==> config.mk <==
export PLATFORM = sky130hd
export DESIGN_NAME = dma_channel_arbiter
export DESIGN_NICKNAME = d
export VERILOG_FILES = /design/src/rtl/dma_channel_arbiter.sv
export SDC_FILE = /design/constraint.sdc
export NUM_CORES = 1
export LEC_CHECK = 0
export ABC_AREA = 1
export CAP_MARGIN = 20
export CORE_ASPECT_RATIO = 1.1
export CORE_MARGIN = 1
export CORE_UTILIZATION = 30
export CTS_CLUSTER_SIZE = 28
export DETAILED_ROUTE_END_ITERATION = 8
export PLACE_DENSITY = 0.57
export SETUP_SLACK_MARGIN = 0.5
export SYNTH_ARGS = -nofsm -noshare
export SYNTH_HDL_FRONTEND = slang
export SYNTH_SLANG_ARGS = --single-unit
==> constraint.sdc <==
create_clock -name clk -period 4.15 [get_ports clk]
set_input_delay 0.83 -clock clk [delete_from_list [all_inputs] [get_ports clk]]
set_output_delay 0.83 -clock clk [all_outputs]
set_load 0.01 [all_outputs]
==> src/rtl/dma_channel_arbiter.sv <==
// Four-channel DMA request arbiter and hold-request handshake FSM.
// Define DMA_ARB_ROTATE_EN to enable rotating priority via the rotate input.
module dma_channel_arbiter #(
    parameter int NCH = 4
) (
    input  logic           clk,
    input  logic           Reset,
    input  logic [NCH-1:0] DREQ,
    input  logic [NCH-1:0] mask,
    input  logic           rotate,
    input  logic           block_mode,
    input  logic           HLDA,
    input  logic           xfer_done,
    input  logic           tc,
    input  logic           EOP_n,
    input  logic           clr_status,
    output logic           HRQ,
    output logic [NCH-1:0] DACK,
    output logic [1:0]     ch_select,
    output logic           xfer_start,
    output logic [NCH-1:0] tc_status
);
    localparam int CW = 2;
    localparam logic [NCH-1:0] ONE = {{(NCH-1){1'b0}}, 1'b1};

    typedef enum logic [2:0] {IDLE, REQ, GRANT, XFER, RELEASE} state_t;

    state_t         state_q, state_d;
    logic [1:0]     run_q;
    logic [CW-1:0]  ch_q, ch_d;
    logic           restart_q, restart_d;
    logic [NCH-1:0] tc_q, tc_d;
    logic [NCH-1:0] req;
    logic           win_vld;
    logic [CW-1:0]  win_idx, base;
    logic           tc_set, leave, grant_go;
    logic [CW-1:0]  leave_idx;

    assign req = DREQ & ~mask;

`ifdef DMA_ARB_ROTATE_EN
    // Index of the last channel to leave service; it becomes lowest priority.
    logic [CW-1:0] last_q;
    always_ff @(posedge clk or negedge Reset) begin
        if (!Reset)     last_q <= CW'(NCH - 1);
        else if (leave) last_q <= leave_idx;
    end
    assign base = rotate ? last_q + 1'b1 : '0;
`else
    logic unused_ptr;
    assign unused_ptr = ^{rotate, leave, leave_idx};
    assign base       = '0;
`endif

    // Scan from lowest to highest priority so the highest-priority hit lands last.
    always_comb begin
        win_vld = 1'b0;
        win_idx = '0;
        for (int i = NCH - 1; i >= 0; i--) begin
            if (req[base + CW'(i)]) begin
                win_vld = 1'b1;
                win_idx = base + CW'(i);
            end
        end
    end

    always_comb begin
        state_d   = state_q;
        ch_d      = ch_q;
        restart_d = 1'b0;
        tc_set    = 1'b0;
        leave     = 1'b0;
        leave_idx = ch_q;
        grant_go  = 1'b0;
        case (state_q)
            IDLE:    if (run_q[1] && |req) state_d = REQ;
            REQ:     if (HLDA) state_d = GRANT;
            GRANT: begin
                if (!HLDA)         state_d = IDLE;
                else if (!win_vld) state_d = RELEASE;
                else if (!EOP_n) begin
                    state_d   = RELEASE;
                    ch_d      = win_idx;
                    tc_set    = 1'b1;
                    leave     = 1'b1;
                    leave_idx = win_idx;
                end else begin
                    state_d  = XFER;
                    ch_d     = win_idx;
                    grant_go = 1'b1;
                end
            end
            XFER: begin
                if (!HLDA) state_d = IDLE;
                else if (!EOP_n || (xfer_done && (tc || !block_mode))) begin
                    state_d = RELEASE;
                    leave   = 1'b1;
                    tc_set  = !EOP_n || tc;
                end else if (xfer_done) begin
                    restart_d = 1'b1;
                end
            end
            RELEASE: if (!HLDA) state_d = IDLE;
            default: state_d = IDLE;
        endcase
    end

    // A coincident set overrides clr_status for its own bit.
    always_comb begin
        tc_d = clr_status ? '0 : tc_q;
        if (tc_set) tc_d[leave_idx] = 1'b1;
    end

    always_ff @(posedge clk or negedge Reset) begin
        if (!Reset) begin
            state_q   <= IDLE;
            run_q     <= 2'b00;
            ch_q      <= '0;
            restart_q <= 1'b0;
            tc_q      <= '0;
        end else begin
            state_q   <= state_d;
            run_q     <= {run_q[0], 1'b1};
            ch_q      <= ch_d;
            restart_q <= restart_d;
            tc_q      <= tc_d;
        end
    end

    assign HRQ        = (state_q == REQ) || (state_q == GRANT) || (state_q == XFER);
    assign DACK       = grant_go ? (ONE << win_idx) :
                        (state_q == XFER) ? (ONE << ch_q) : '0;
    assign ch_select  = grant_go ? win_idx : ch_q;
    assign xfer_start = grant_go || (restart_q && state_q == XFER);
    assign tc_status  = tc_q;

endmodule

; ---- Yosys cells after proc, flatten, opt, wreduce, memory -nomap -nowiden
; Cells that the tools add are included.
[op_classes]
eq_ne = 8
bitwise_logic = 3
n_mux = 42
n_shift = 2
reduce_logical = 16
order_cmp = 2
[op_table]
columns = cell, count
row1 = 3-bit two-way mux, 8
row2 = 1-bit two-way mux, 18
row3 = 2-bit two-way mux, 9
row4 = 4-bit two-way mux, 4
row5 = 3-bit one-hot mux with 5 select lines, 1
row6 = 1-bit by 2-bit left shift with 4-bit output (first input constant), 2
row7 = 3-bit by 2-bit == test with 1-bit output (second input constant), 2
row8 = 1-bit logical OR, 6
row9 = 2-bit != test (second input constant), 3
row10 = 4-bit AND, 1
row11 = 1-bit logical AND, 4
row12 = 4-bit inverter, 1
row13 = 4-bit bitwise OR, 1
row14 = 4-bit AND reduction, 1
row15 = 4-bit OR reduction, 1
row16 = 3-bit by 1-bit == test with 1-bit output (second input constant), 1
row17 = 3-bit == test (second input constant), 1
row18 = 3-bit zero test, 1
row19 = 2-bit by 3-bit less-than comparator with 1-bit output (second input constant), 1
row20 = 3-bit != test (second input constant), 1
row21 = 3-bit AND reduction, 1
row22 = 1-bit demux with 2-bit select, 1
row23 = 2-bit by 1-bit greater-or-equal comparator with 1-bit output (second input constant), 1
row24 = 1-bit zero test, 2
row25 = 1-bit one-hot mux with 2 select lines, 1
[totals]
out_inout_bits = 12
elab_cells = 78
inputBits = 17
reg_bits = 12

; ---- Logic depth before layout (Yosys ltp)
[logic_depth]
depth_word = 16
depth_mapped = 11
mapped_depth_nobuf = 11

; ---- Worst setup path before layout
; OpenSTA, ideal clock, no wires.
[synth_path]
path_kind = input to output
from = in mask[0]
to = out DACK[0]
slack_ns = 1.602
required_time_ns = 3.320
path_stages = 9
n_path_buf = 0
t_arrival_ns = 1.718
cell_sequence = inv_1 -> nand2_1 -> nand2_1 -> inv_2 -> nand2_1 -> nand2_1 -> nor2_1 -> o21ai_1 -> o21ai_1
[synth_between]
elab_chain_cells = 7
word_cells_on_any_way = 9
[synth_lines]
columns = element, line
row1 = from (decl), 9  ; input logic [NCH-1:0] mask,
row2 = 4-bit inverter (*), 39  ; assign req = DREQ & ~mask;
row3 = 4-bit AND (*), 39
row4 = 1-bit two-way mux, 60  ; if (req[base + CW'(i)]) begin
row5 = 1-bit two-way mux, 80  ; else if (!win_vld) state_d = RELEASE;
row6 = 1-bit two-way mux, 79  ; if (!HLDA) state_d = IDLE;
row7 = 1-bit two-way mux, 75  ; case (state_q)
row8 = 4-bit two-way mux (*), 131  ; assign DACK = grant_go ? (ONE << win_idx) :
row9 = to (decl), 18  ; output logic [NCH-1:0] DACK,
; Every way passes the cells marked *; elsewhere a longest branch is shown, timed or not.

; ---- Worst setup path in the final report
[layout_path]
from = in HLDA
to = out ch_select[0]
[layout_between]
elab_chain_cells = 3
[layout_lines]
columns = element, line
row1 = from (decl), 12  ; input logic HLDA,
row2 = 1-bit two-way mux, 79
row3 = 1-bit two-way mux, 75
row4 = 2-bit two-way mux, 133  ; assign ch_select = grant_go ? win_idx : ch_q;
row5 = to (decl), 19  ; output logic [1:0] ch_select,
; Every way passes these cells.

==> results.yml <==
place:
  dp.final_hpwl_mm: 1.481
  placed_cell_area_um2: 1104
  gp_congestion: 0.8027
  port_buffers: 27
layout:
  multi_input_area_um2: 425.4
  drive_gt1_share_pct: 11.33
  finalNetCount: 168
  area_growth_pct: 45.35
  fin_area_um2: 1155
  register_area_um2: 300.3
  fillers: 260
  n_antenna_cell: 0
die:
  die_area_um2: 2858
  initial_core_util_pct: 31.83
  core_area_um2: 2496
  die-height_um: 55.98
  pin_count: 29
  die_w_um: 51.07
  core.rowCount: 19
run:
  cap_viol_max_count: 0
timing:
  hold_violations: 0
  timing.final.crit_period_ps: 3505
  slew_violations: 0
  skew_ps: 1.004
  worst_pin_slew_ps: 509.9
  rsz0062_at_grt: "true"
  maxSlewHeadroom_pct: 65.90
  finalCritPeriodShare_pct: 84.46
  setup_viol: 0
  fin_tns_setup_ps: 0
  fmax_mhz: 285.3
yosys:
  yosysTopAreaCellShare_pct: 37.80
  syn_avg_cell_area_um2: 6.677
  yosys_warnings: 0
  yosys.area.top_type: "dfrtp_1"
  synth_nets: 136
  synthCells: 119
  ys_ff_latch: 12
  yosysUniqueCellTypes: 18
  synth-seq-area-share_pct: 37.80
  synth_area_um2: 794.5
  synthTopCellsByArea: "dfrtp_1, nand2_1, inv_1"
routing:
  drc: 0
  vias: 830
  drtIter0Drc: 17
  wl_per_cell_um: 9.912
  firstDrtPassIters: 4
  routed_via_density: 4.586
  ant_nets: 0
  wl_mm: 1.794
worst_setup_path:
  crit_chain: "clkdlybuf4s50_1, nand3_2, nor2_4, inv_2, nor2_4, nand2_1, o22ai_1, clkdlybuf4s50_1"
  path_max_fanout: 5
  r2r_slack_ps: 2690
  worstSetupPathType: "input pin to primary output"
  end_kind: "primary output"
  r2r-start: "state_q[2]"
  cpPeakStageDelay_ps: 560
  cp.required_ps: 3320
  arrival_ps: 2680
  r2r_end: "tc_status[0]"
  slowest_stage: "clkdlybuf4s50_1"
  critPathLaunchType: "input pin"
  ff2ff_path_depth: 10
global_route:
  grt_use_total_pct: 14.87
  grt_start_max_net_pins: 13
  grt_pass1_vias: 799
  grt_overflow_total: 0
  grt_antenna_before_repair: 0
  grt_pass1_wl_mm: 3.270
cts:
  clkSinkCount: 12
  cts.clk_slew.worst_paths_ps: 70
  cts_tree: "built"
  htree_levels: 1
  cts_buffer_depth: 2
  cts_buffers: 3
  clock_latency_ps: 270
  root_buffer: "clkbuf_4"
run_status:
  status: "completed"
worst_hold_path:
  hold_end: "run_q[1]"
  whs_path_depth: 0
  worst_hold_path_type: "flip-flop to flip-flop"
  min_from: "run_q[0]"
power:
  p_leak_uw: 0.0005980
  p_per_area_nw_per_um2: 418.2
  ir_worst_vdd_mv: 0.2758
-- final cells by class --
| type | count | area share (%) |
|---|---|---|
| Multi-Input combinational cell | 86 | 36.84 |
| Sequential cell | 12 | 26.00 |
| Timing Repair Buffer | 27 | 23.84 |
| Inverter | 21 | 6.826 |
| Tap cell | 31 | 3.359 |
| Clock buffer | 4 | 3.142 |
-- worst max-delay path: cells and delay by family --
kind            cells  cell delay, ps
simple gates        4             500
buf+inv             3            1190
compound gates      1             150
-- power by group --
part / internal (µW) / switching, µW
Clock: 53.3 / 37.5
Sequential: 141 / 27.3
Combinational: 101 / 123
Total: 295 / 188
-- worst max-delay path by stage --
stage / start / slack [ps] / end / cells after the start
global placement: DREQ[0] / 530 / DACK[0] / 10
CTS: DREQ[0] / 520 / DACK[0] / 10
global route: HLDA / 480 / DACK[1] / 6
finish: HLDA / 640 / ch_select[0] / 8
detailed placement: DREQ[0] / 510 / DACK[0] / 10
floorplan: mask[0] / 1600 / DACK[0] / 9
-- metrics by stage --
step | util, % | hold slack, ps | worst slack (ps) | total power, µW | cells
CTS | 45.66 | 353.0 | 517.0 | 487.4 | 181
detailed placement | 44.21 | 336.5 | 514.5 | 394.1 | 177
floorplan | - | 331.2 | 1602 | 299.7 | 119
global route | 46.27 | 368.8 | 483.0 | 527.6 | 181
global placement | 44.21 | 335.7 | 527.4 | 393.6 | 177
finish | 46.27 | 361.0 | 644.8 | 483.0 | 181
-- cell families after synthesis --
family	count (synthesis)	synth area share (%)
buffers and inverters	21	9.921
other	1	0.4720
AO/OA/AOI/OAI	17	12.60
AND/OR/NAND/NOR	68	39.21
flip-flops	12	37.80
-- synthesized netlist by cell type --
library cell and number:
a21oi_1 1, conb_1 1, dfrtp_1 12, inv_1 15
inv_2 6, nand2_1 39, nand3_1 9, nand3_2 2
nand3b_1 1, nand4_1 3, nor2_1 11, nor2_4 2
nor3_2 1, o21ai_0 5, o21ai_1 6, o21bai_1 1
o22ai_1 1, o32ai_1 3
-- routing by layer --
| metal | vias up | GRT usage (%) | share of wire (%) | routed length [µm] |
|---|---|---|---|---|
| met1 | 372 | 18.49 | 45 | 814 |
| met4 | 0 | 3.571 | 0.61 | 11 |
| li1 | 444 | - | - | - |
| met2 | 12 | 25.00 | 50 | 904 |
| met3 | 2 | 4.098 | 3.5 | 63 |
| met5 | - | 0 | 0 | 0 |
-- sequential cells by signal, indices dropped and copies added, names as in the netlist --
signal     cells
ch_q           2
restart_q      1
run_q          2
state_q        3
tc_status      4
-- what timing repair did --
item	CTS	global route
hold buffers	0	0
resized for setup	0	5
endpoints found under the setup margin	0	4
setup buffers	0	0
-- cells in the final DEF (no fill, tap or decap), drive strengths merged --
master	Yosys	layout
nand2	39	39
clkdlybuf4s50	0	25
inv	21	21
nor2	13	13
dfrtp	12	12
nand3	11	11
o21ai	11	11
clkbuf	0	4
nand4	3	3
o32ai	3	3
dlymetal6s2s	0	2
o22ai	1	1
a21oi	1	1
o21bai	1	1
nor3	1	1
nand3b	1	1
conb	1	1
Power figures use the tool's default switching activity.
